[src/rtl/div_seq_pkg.sv]
// rtl/div_seq_pkg.sv - shared widths, state encodings and control levels for the divide sequencer
package div_seq_pkg;

    localparam int DIV_DATA_W = 32;
    localparam int DIV_CNT_W  = 6;

    typedef enum logic [1:0] {
        DIV_FREE    = 2'b00,
        DIV_BY_ZERO = 2'b01,
        DIV_ON      = 2'b10,
        DIV_END     = 2'b11
    } div_state_e;

    localparam logic DIV_RESULT_READY     = 1'b1;
    localparam logic DIV_RESULT_NOT_READY = 1'b0;
    localparam logic DIV_START            = 1'b1;
    localparam logic DIV_STOP             = 1'b0;
    localparam logic DIV_ANNUL            = 1'b1;
    localparam logic DIV_NOT_ANNUL        = 1'b0;

endpackage

[src/rtl/div_seq_step.sv]
// rtl/div_seq_step.sv - one restoring-division iteration: shift, trial subtract, pick quotient bit
module div_seq_step #(
    parameter int DATA_W = 32
) (
    input  logic [DATA_W-1:0] i_partial_rem,
    input  logic [DATA_W-1:0] i_dividend,
    input  logic [DATA_W-1:0] i_divisor,
    output logic [DATA_W-1:0] o_partial_rem,
    output logic [DATA_W-1:0] o_dividend
);

    logic [DATA_W:0] w_shift;
    logic [DATA_W:0] w_diff;
    logic            w_qbit;

    // partial_rem < divisor always holds, so DATA_W+1 bits suffice and the MSB is the borrow
    assign w_shift = {i_partial_rem, i_dividend[DATA_W-1]};
    assign w_diff  = w_shift - {1'b0, i_divisor};
    assign w_qbit  = ~w_diff[DATA_W];

    assign o_partial_rem = w_qbit ? w_diff[DATA_W-1:0] : w_shift[DATA_W-1:0];
    assign o_dividend    = {i_dividend[DATA_W-2:0], w_qbit};

endmodule

[src/rtl/div_seq.sv]
// rtl/div_seq.sv - multi-cycle signed/unsigned divide sequencer returning {remainder, quotient}
module div_seq
    import div_seq_pkg::*;
#(
    parameter int DATA_W = DIV_DATA_W,
    parameter int CNT_W  = DIV_CNT_W
) (
    input  logic                  clk,
    input  logic                  rst,
    input  logic                  start_i,
    input  logic                  annul_i,
    input  logic                  signed_div_i,
    input  logic [DATA_W-1:0]     opdata1_i,
    input  logic [DATA_W-1:0]     opdata2_i,
    output logic [2*DATA_W-1:0]   result_o,
    output logic                  ready_o,
    output logic                  stallreq_o
);

    localparam logic [CNT_W-1:0] LP_CNT_LAST = CNT_W'(DATA_W);

    div_state_e          r_state, w_state_nxt;
    logic [CNT_W-1:0]    r_cnt, w_cnt_nxt;
    logic [DATA_W-1:0]   r_rem, w_rem_nxt;
    logic [DATA_W-1:0]   r_dvd, w_dvd_nxt;
    logic [DATA_W-1:0]   r_dvs, w_dvs_nxt;
    logic                r_neg_q, w_neg_q_nxt;
    logic                r_neg_r, w_neg_r_nxt;
    logic [2*DATA_W-1:0] r_result, w_result_nxt;
    logic                r_ready, w_ready_nxt;

    logic [DATA_W-1:0]   w_step_rem;
    logic [DATA_W-1:0]   w_step_dvd;
    logic [DATA_W-1:0]   w_abs1;
    logic [DATA_W-1:0]   w_abs2;
    logic [DATA_W-1:0]   w_quo_fix;
    logic [DATA_W-1:0]   w_rem_fix;

    div_seq_step #(.DATA_W(DATA_W)) u_step (
        .i_partial_rem (r_rem),
        .i_dividend    (r_dvd),
        .i_divisor     (r_dvs),
        .o_partial_rem (w_step_rem),
        .o_dividend    (w_step_dvd)
    );

    // Most negative value negates to itself and is then divided as its unsigned magnitude
    assign w_abs1 = (signed_div_i && opdata1_i[DATA_W-1]) ? -opdata1_i : opdata1_i;
    assign w_abs2 = (signed_div_i && opdata2_i[DATA_W-1]) ? -opdata2_i : opdata2_i;

    assign w_quo_fix = r_neg_q ? -r_dvd : r_dvd;
    assign w_rem_fix = r_neg_r ? -r_rem : r_rem;

    always_comb begin
        w_state_nxt  = r_state;
        w_cnt_nxt    = r_cnt;
        w_rem_nxt    = r_rem;
        w_dvd_nxt    = r_dvd;
        w_dvs_nxt    = r_dvs;
        w_neg_q_nxt  = r_neg_q;
        w_neg_r_nxt  = r_neg_r;
        w_result_nxt = r_result;
        w_ready_nxt  = r_ready;
        case (r_state)
            DIV_FREE: begin
                if (start_i == DIV_START && annul_i == DIV_NOT_ANNUL) begin
                    w_cnt_nxt   = '0;
                    w_rem_nxt   = '0;
                    w_dvd_nxt   = w_abs1;
                    w_dvs_nxt   = w_abs2;
                    w_neg_q_nxt = signed_div_i & (opdata1_i[DATA_W-1] ^ opdata2_i[DATA_W-1]);
                    w_neg_r_nxt = signed_div_i & opdata1_i[DATA_W-1];
                    w_state_nxt = (opdata2_i == '0) ? DIV_BY_ZERO : DIV_ON;
                end
            end
            DIV_BY_ZERO: begin
                w_result_nxt = '0;
                w_ready_nxt  = DIV_RESULT_READY;
                w_state_nxt  = DIV_END;
            end
            DIV_ON: begin
                if (annul_i == DIV_ANNUL) begin
                    w_cnt_nxt    = '0;
                    w_result_nxt = '0;
                    w_ready_nxt  = DIV_RESULT_NOT_READY;
                    w_state_nxt  = DIV_FREE;
                end else if (r_cnt != LP_CNT_LAST) begin
                    w_rem_nxt = w_step_rem;
                    w_dvd_nxt = w_step_dvd;
                    w_cnt_nxt = r_cnt + 1'b1;
                end else begin
                    w_result_nxt = {w_rem_fix, w_quo_fix};
                    w_ready_nxt  = DIV_RESULT_READY;
                    w_state_nxt  = DIV_END;
                end
            end
            DIV_END: begin
                if (start_i == DIV_STOP) begin
                    w_result_nxt = '0;
                    w_ready_nxt  = DIV_RESULT_NOT_READY;
                    w_state_nxt  = DIV_FREE;
                end
            end
            default: w_state_nxt = DIV_FREE;
        endcase
    end

    always_ff @(posedge clk or negedge rst) begin
        if (!rst) begin
            r_state  <= DIV_FREE;
            r_cnt    <= '0;
            r_rem    <= '0;
            r_dvd    <= '0;
            r_dvs    <= '0;
            r_neg_q  <= 1'b0;
            r_neg_r  <= 1'b0;
            r_result <= '0;
            r_ready  <= DIV_RESULT_NOT_READY;
        end else begin
            r_state  <= w_state_nxt;
            r_cnt    <= w_cnt_nxt;
            r_rem    <= w_rem_nxt;
            r_dvd    <= w_dvd_nxt;
            r_dvs    <= w_dvs_nxt;
            r_neg_q  <= w_neg_q_nxt;
            r_neg_r  <= w_neg_r_nxt;
            r_result <= w_result_nxt;
            r_ready  <= w_ready_nxt;
        end
    end

    assign result_o   = r_result;
    assign ready_o    = r_ready;
    assign stallreq_o = start_i & ~r_ready & ~annul_i;

endmodule

[config.mk]
export PLATFORM = sky130hd
export DESIGN_NAME = div_seq
export DESIGN_NICKNAME = d
export VERILOG_FILES = /design/src/rtl/div_seq_pkg.sv /design/src/rtl/div_seq_step.sv /design/src/rtl/div_seq.sv
export SDC_FILE = /design/constraint.sdc
export NUM_CORES = 1
export LEC_CHECK = 0
export ABC_AREA = 1
export ABC_CLOCK_PERIOD_IN_PS = 3000
export CAP_MARGIN = 20
export CORE_UTILIZATION = 51
export DETAILED_ROUTE_END_ITERATION = 16
export PLACE_DENSITY = 0.7
export SYNTH_ARGS = -nofsm -noshare
export SYNTH_HDL_FRONTEND = slang
export SYNTH_SLANG_ARGS = --single-unit
[constraint.sdc]
create_clock -name clk -period 3 [get_ports clk]
set_input_delay 0.6 -clock clk [delete_from_list [all_inputs] [get_ports clk]]
set_output_delay 0.6 -clock clk [all_outputs]
set_load 0.02 [all_outputs]
After elaboration in Yosys (flattened, before gate mapping) --
Index checks and enable logic that the tools add are counted.
Word-level totals: input bits 69, bits in registers 171, output and inout port bits 66
Operators by class: reduce and logical (&&, ||, !) cells 12, bitwise operators 8, multiplexer cells 31, equality and inequality tests 10, add/sub/neg operators 6
Operators by type and width (number):
- $mux 32 | 11
- $mux 64 | 3
- $pmux 64 s3 | 1
- $neg 32->32 | 4
- $pmux 32 s2 | 2
- $sub 33x32->33 | 1
- $logic_not 32->1 | 1
- $mux 6 | 3
- $pmux 6 s2 | 1
- $mux 2 | 5
- $reduce_and 3->1 | 3
- $ne 2x2->1 const B | 4
- $pmux 2 s4 | 1
- $add 6x1->6 const B | 1
- $ne 3x3->1 const B | 2
- $ne 6x6->1 const B | 1
- $and 1x1->1 | 4
- $eq 2x2->1 const B | 2
- $reduce_and 4->1 | 1
- $logic_and 1x1->1 | 3
- $mux 1 | 3
- $not 1->1 | 3
- $pmux 1 s3 | 1
- $reduce_bool 3->1 | 1
- 5 further kinds | 5

Depth between registers and ports, before layout --
depth after elaboration 5, gate-level depth with buffers 19, gate-level depth less buffers 17

By module --
From an unflattened synthesis, not the netlist that was laid out.
Unflattened totals: cells, all modules 2245, area, all modules 13822.0 um^2
By module, submodules not included:
- div_seq | area an instance 10431.3 um^2, times used 1, cells each 1533
- div_seq_step | area an instance 3390.8 um^2, times used 1, cells each 712

Worst setup path after synthesis --
Ideal clock, no wire load.
kind flip-flop to flip-flop, start reg r_dvd[31], end reg r_rem[22], library setup time 0.118 ns, slack 0.762 ns, clock period less this slack 2.238 ns, cell stages (with the launch flop) 20, data required time 2.882 ns, data arrival time 2.120 ns, cell sequence dfrtp_1 inv_1 ha_1 fa_1 inv_1 nand2_1 nand2_1 nand3_1 nand2_2 nand2_2 nand2_2 nand2_2 nand2_2 nand2_2 nand2_2 buf_6 buf_6 nand2_1 nand3_1 nand2_1
Between the ends: longest elaborated chain between the ends 5
RTL lines:
- start, declared | RTL line div_seq.sv:25 | logic [DATA_W-1:0] r_dvd, w_dvd_nxt;
- start signal, assigned | RTL line div_seq.sv:123 | r_dvd <= w_dvd_nxt;
- $sub 33x32->33 | RTL line div_seq_step.sv:18 | assign w_diff = w_shift - {1'b0, i_divisor};
- $mux 32 | RTL line div_seq_step.sv:21 | assign o_partial_rem = w_qbit ? w_diff[DATA_W-1:0] : w_shift[DATA_W-1:0];
- $mux 32 | RTL line div_seq.sv:87 | end else if (r_cnt != LP_CNT_LAST) begin
- $mux 32 | RTL line div_seq.sv:82 | if (annul_i == DIV_ANNUL) begin
- $pmux 32 s2 | RTL line div_seq.sv:64 | case (r_state)
- end signal, assigned | RTL line div_seq.sv:122 | r_rem <= w_rem_nxt;
- end, declared | RTL line div_seq.sv:24 | logic [DATA_W-1:0] r_rem, w_rem_nxt;
No other way between the ends. The select of a mux whose other input is x is not followed. A chain may end at the register's enable or synchronous reset.

Worst setup path in the final report --
start in start_i, end out stallreq_o
Between the ends: longest elaborated chain between the ends 2
RTL lines:
- start, declared | RTL line div_seq.sv:10 | input logic start_i,
- $and 1x1->1 (2 in a row) | RTL line div_seq.sv:134 | assign stallreq_o = start_i & ~r_ready & ~annul_i;
- end, declared | RTL line div_seq.sv:17 | output logic stallreq_o
No other way between the ends.

==> impl_metrics.env <==
export IMPL_grt_max_degree=71
export IMPL_post_synth_top_area_fraction_pct=32.6
export IMPL_cp_required_ns=2.40
export IMPL_p_int_uw=8290
export IMPL_cts_hold_buf=0
export IMPL_comb_power_share_pct=63.8
export IMPL_reg2reg_slack_ns=0.41
export IMPL_syn_avg_cell_area_sq_um=6.33
export IMPL_p_leak_uw=0.00795
export IMPL_cts_resized=0
export IMPL_cts_sinks=171
export IMPL_wire_per_inst_um=16.4
export IMPL_yosysUniqueCellTypes=43
export IMPL_synth_edff_count=0
export IMPL_fp_dieH_um=162
export IMPL_synth_flop_cell="dfrtp_1"
export IMPL_boundaryPins=135
export IMPL_min_path_type="input pin to async pin"
export IMPL_synth_seq_cells=171
export IMPL_p_per_area_mw_per_mm2=1160
export IMPL_coreArea_sq_mm=0.0252
export IMPL_viasPerCell=5.41
export IMPL_stdcell_count=2538
export IMPL_rows=58
export IMPL_cts_clk_slew_worst_paths_ns=0.08
export IMPL_grt_antenna_before_repair=0
export IMPL_rr_worst_depth=18
export IMPL_numPortBuffers=134
export IMPL_ant_nets=0
export IMPL_grt_pass1_wl_mm=65.6
export IMPL_clock_path_buffers=2
export IMPL_dieArea_sq_mm=0.0264
export IMPL_hpwlAfterDp_mm=32.8
export IMPL_placedCellCount=2505
export IMPL_ys_async_sr_fraction_pct=100
export IMPL_cts_buffers=17
export IMPL_gp_congestion=0.948
export IMPL_end_kind="output pin"
export IMPL_fin_ws_ns=0.389
export IMPL_dr_pass1_iters=8
export IMPL_drive_above_1_share_pct=4.40
export IMPL_postCtsSetupBuffers=0
export IMPL_clkPwrFrac_pct=12.7
export IMPL_wl_mm=41.6
export IMPL_status="finished clean"
export IMPL_nets=2302
export IMPL_fill_cells=2438
export IMPL_synthTopCellsByCount="670 x nand2_1, 297 x inv_1, 191 x nand3_1"
export IMPL_fmax_mhz=383
export IMPL_pre_cts_ws_ns=0.315
export IMPL_syn_area_sq_mm=0.0131
export IMPL_grt_total_usage_pct=32.1
export IMPL_start_util_pct=52.1
export IMPL_yosys_warnings=0
export IMPL_irDropWorstVdd_v=0.000600
export IMPL_cap_violations=0
export IMPL_crit_type="input pin to output pin"
export IMPL_totalNegativeSetupSlack_ns=0
export IMPL_switching_share_pct=53.7
export IMPL_r2r_start="r_dvd[31]"
export IMPL_yosysSeqAreaShare_pct=32.6
export IMPL_synthCells=2073
export IMPL_startpoint_type="input pin"
export IMPL_switchingPower_uw=9630
export IMPL_grt_pass1_vias=12300
export IMPL_fin_skew_ns=0.0145
export IMPL_timing_final_crit_share_pct=87.0
export IMPL_cts_tree="yes"
export IMPL_drtIter0Drc=1345
export IMPL_crit_fanout=2
export IMPL_clk_latency_ns=0.44
export IMPL_slew_violations=0
export IMPL_netlist_top_cells_area="dfrtp_1 33%, nand2_1 19%, inv_1 8.5%, nand3_1 7.3%, o21ai_0 6.0%"
export IMPL_drc=0
export IMPL_synth_top_area_cell="dfrtp_1"
export IMPL_slew_headroom_pct=58.5
export IMPL_arrival_ns=2.01
export IMPL_h_tree_depth=4
export IMPL_grt_overflow_total=0
export IMPL_hold_viol_final=0
export IMPL_die_w_um=162
export IMPL_synth_fp_nets=2181
export IMPL_synthMostInstantiatedCell="nand2_1"
export IMPL_worstMarginPinSlew_ns=0.623
export IMPL_setup_viol=0
export IMPL_pwr_share_seq_pct=23.5
export IMPL_finalCriticalPeriod_ns=2.61
export IMPL_cts_root_buffer="clkbuf_16"
export IMPL_area_delta_synth_final_pct=17.9
export IMPL_r2r_end="r_rem[23]"
export IMPL_via_count=13700
export IMPL_endpoint="stallreq_o"
export IMPL_rsz0062_at_grt="false"
export IMPL_setup_worst_path_start="start_i"
power groups by stage:
stage	registers, uW	logic (uW)	clock network [uW]
floorplan	4200	7740	0
global placement	4180	11000	0
detailed placement	4200	11200	0
CTS	4170	11300	2300
global route	4310	12800	2390
finish	4220	11400	2270
how the worst min path moves through the flow:
stage	from	endpoint	slack, ns	cells past startpoint
2_1_floorplan	rst	r_cnt[0]	0.30	0
3_3_place_gp	result_o[28]	result_o[28]	0.46	2
3_5_place_dp	result_o[28]	result_o[28]	0.46	2
4_1_cts	rst	result_o[35]	0.17	1
5_1_grt	rst	result_o[35]	0.19	1
6_report	rst	result_o[38]	0.15	1
metrics by stage:
stage,hold WS [ns],area [sq um],total power (uW),util (%)
3_3_place_gp,0.463,14900,15200,59.0
3_5_place_dp,0.465,14900,15400,59.0
5_1_grt,0.193,15500,19500,61.4
2_1_floorplan,0.304,13100,11900,-
6_report,0.148,15500,17900,61.4
4_1_cts,0.169,15500,17700,61.4
registers in the layout, summed over array words and instances (netlist names):
register,count
r_rem,32
r_dvd,32
ready_o,1
r_cnt,6
r_neg_q,1
r_state,2
result_o,64
r_neg_r,1
r_dvs,32
layout by cell type, fill, tap and decap left out, drive strengths merged, types with 7 or more instances in the layout:
cell	count
nand2	682
inv	308
nand3	192
nor2	187
dfrtp	171
o21ai	169
clkdlybuf4s50	133
a21oi	91
xor2	43
ha	38
buf	30
nor3	27
nand4	24
clkbuf	18
xnor2	17
o211ai	12
o31ai	10
clkinv	9
a22o	8
nand3b	7
layout make-up:
type	instances	area (sq um)	area share, %
repair buffers	163	1620	10.5
clock inverters	14	173	1.12
well taps	330	413	2.67
clock buffers	18	429	2.77
flip-flops and latches	171	4280	27.7
multi-input cells	1538	7420	47.9
inverters	303	1140	7.35
diodes	1	2.50	0.0162
logic make-up after synthesis:
| group | Yosys count | share of synthesized area (%) |
|---|---|---|
| flops | 171 | 32.6 |
| compound gates | 307 | 12.8 |
| buf+inv | 364 | 11.0 |
| simple gates | 1132 | 35.8 |
| fa+ha+maj | 39 | 3.77 |
| xor+xnor | 60 | 4.00 |
worst max-delay path, cell delays in order:
cell	delay [ns]
clkdlybuf4s50_1	0.49
inv_1	0.04
nor2_1	0.12
inv_1	0.08
nor2_1	0.08
clkdlybuf4s50_1	0.60
layer usage:
| layer | vias up | part of all wire, % | global-route usage (%) | wire, um |
|---|---|---|---|---|
| li1 | 6851 | - | - | - |
| met1 | 6308 | 46 | 46.9 | 19300 |
| met2 | 514 | 42 | 47.4 | 17700 |
| met3 | 52 | 8.1 | 5.53 | 3380 |
| met4 | 0 | 3.0 | 11.5 | 1240 |
| met5 | - | 0 | 0 | 0 |
Power figures use the tool's default switching activity.
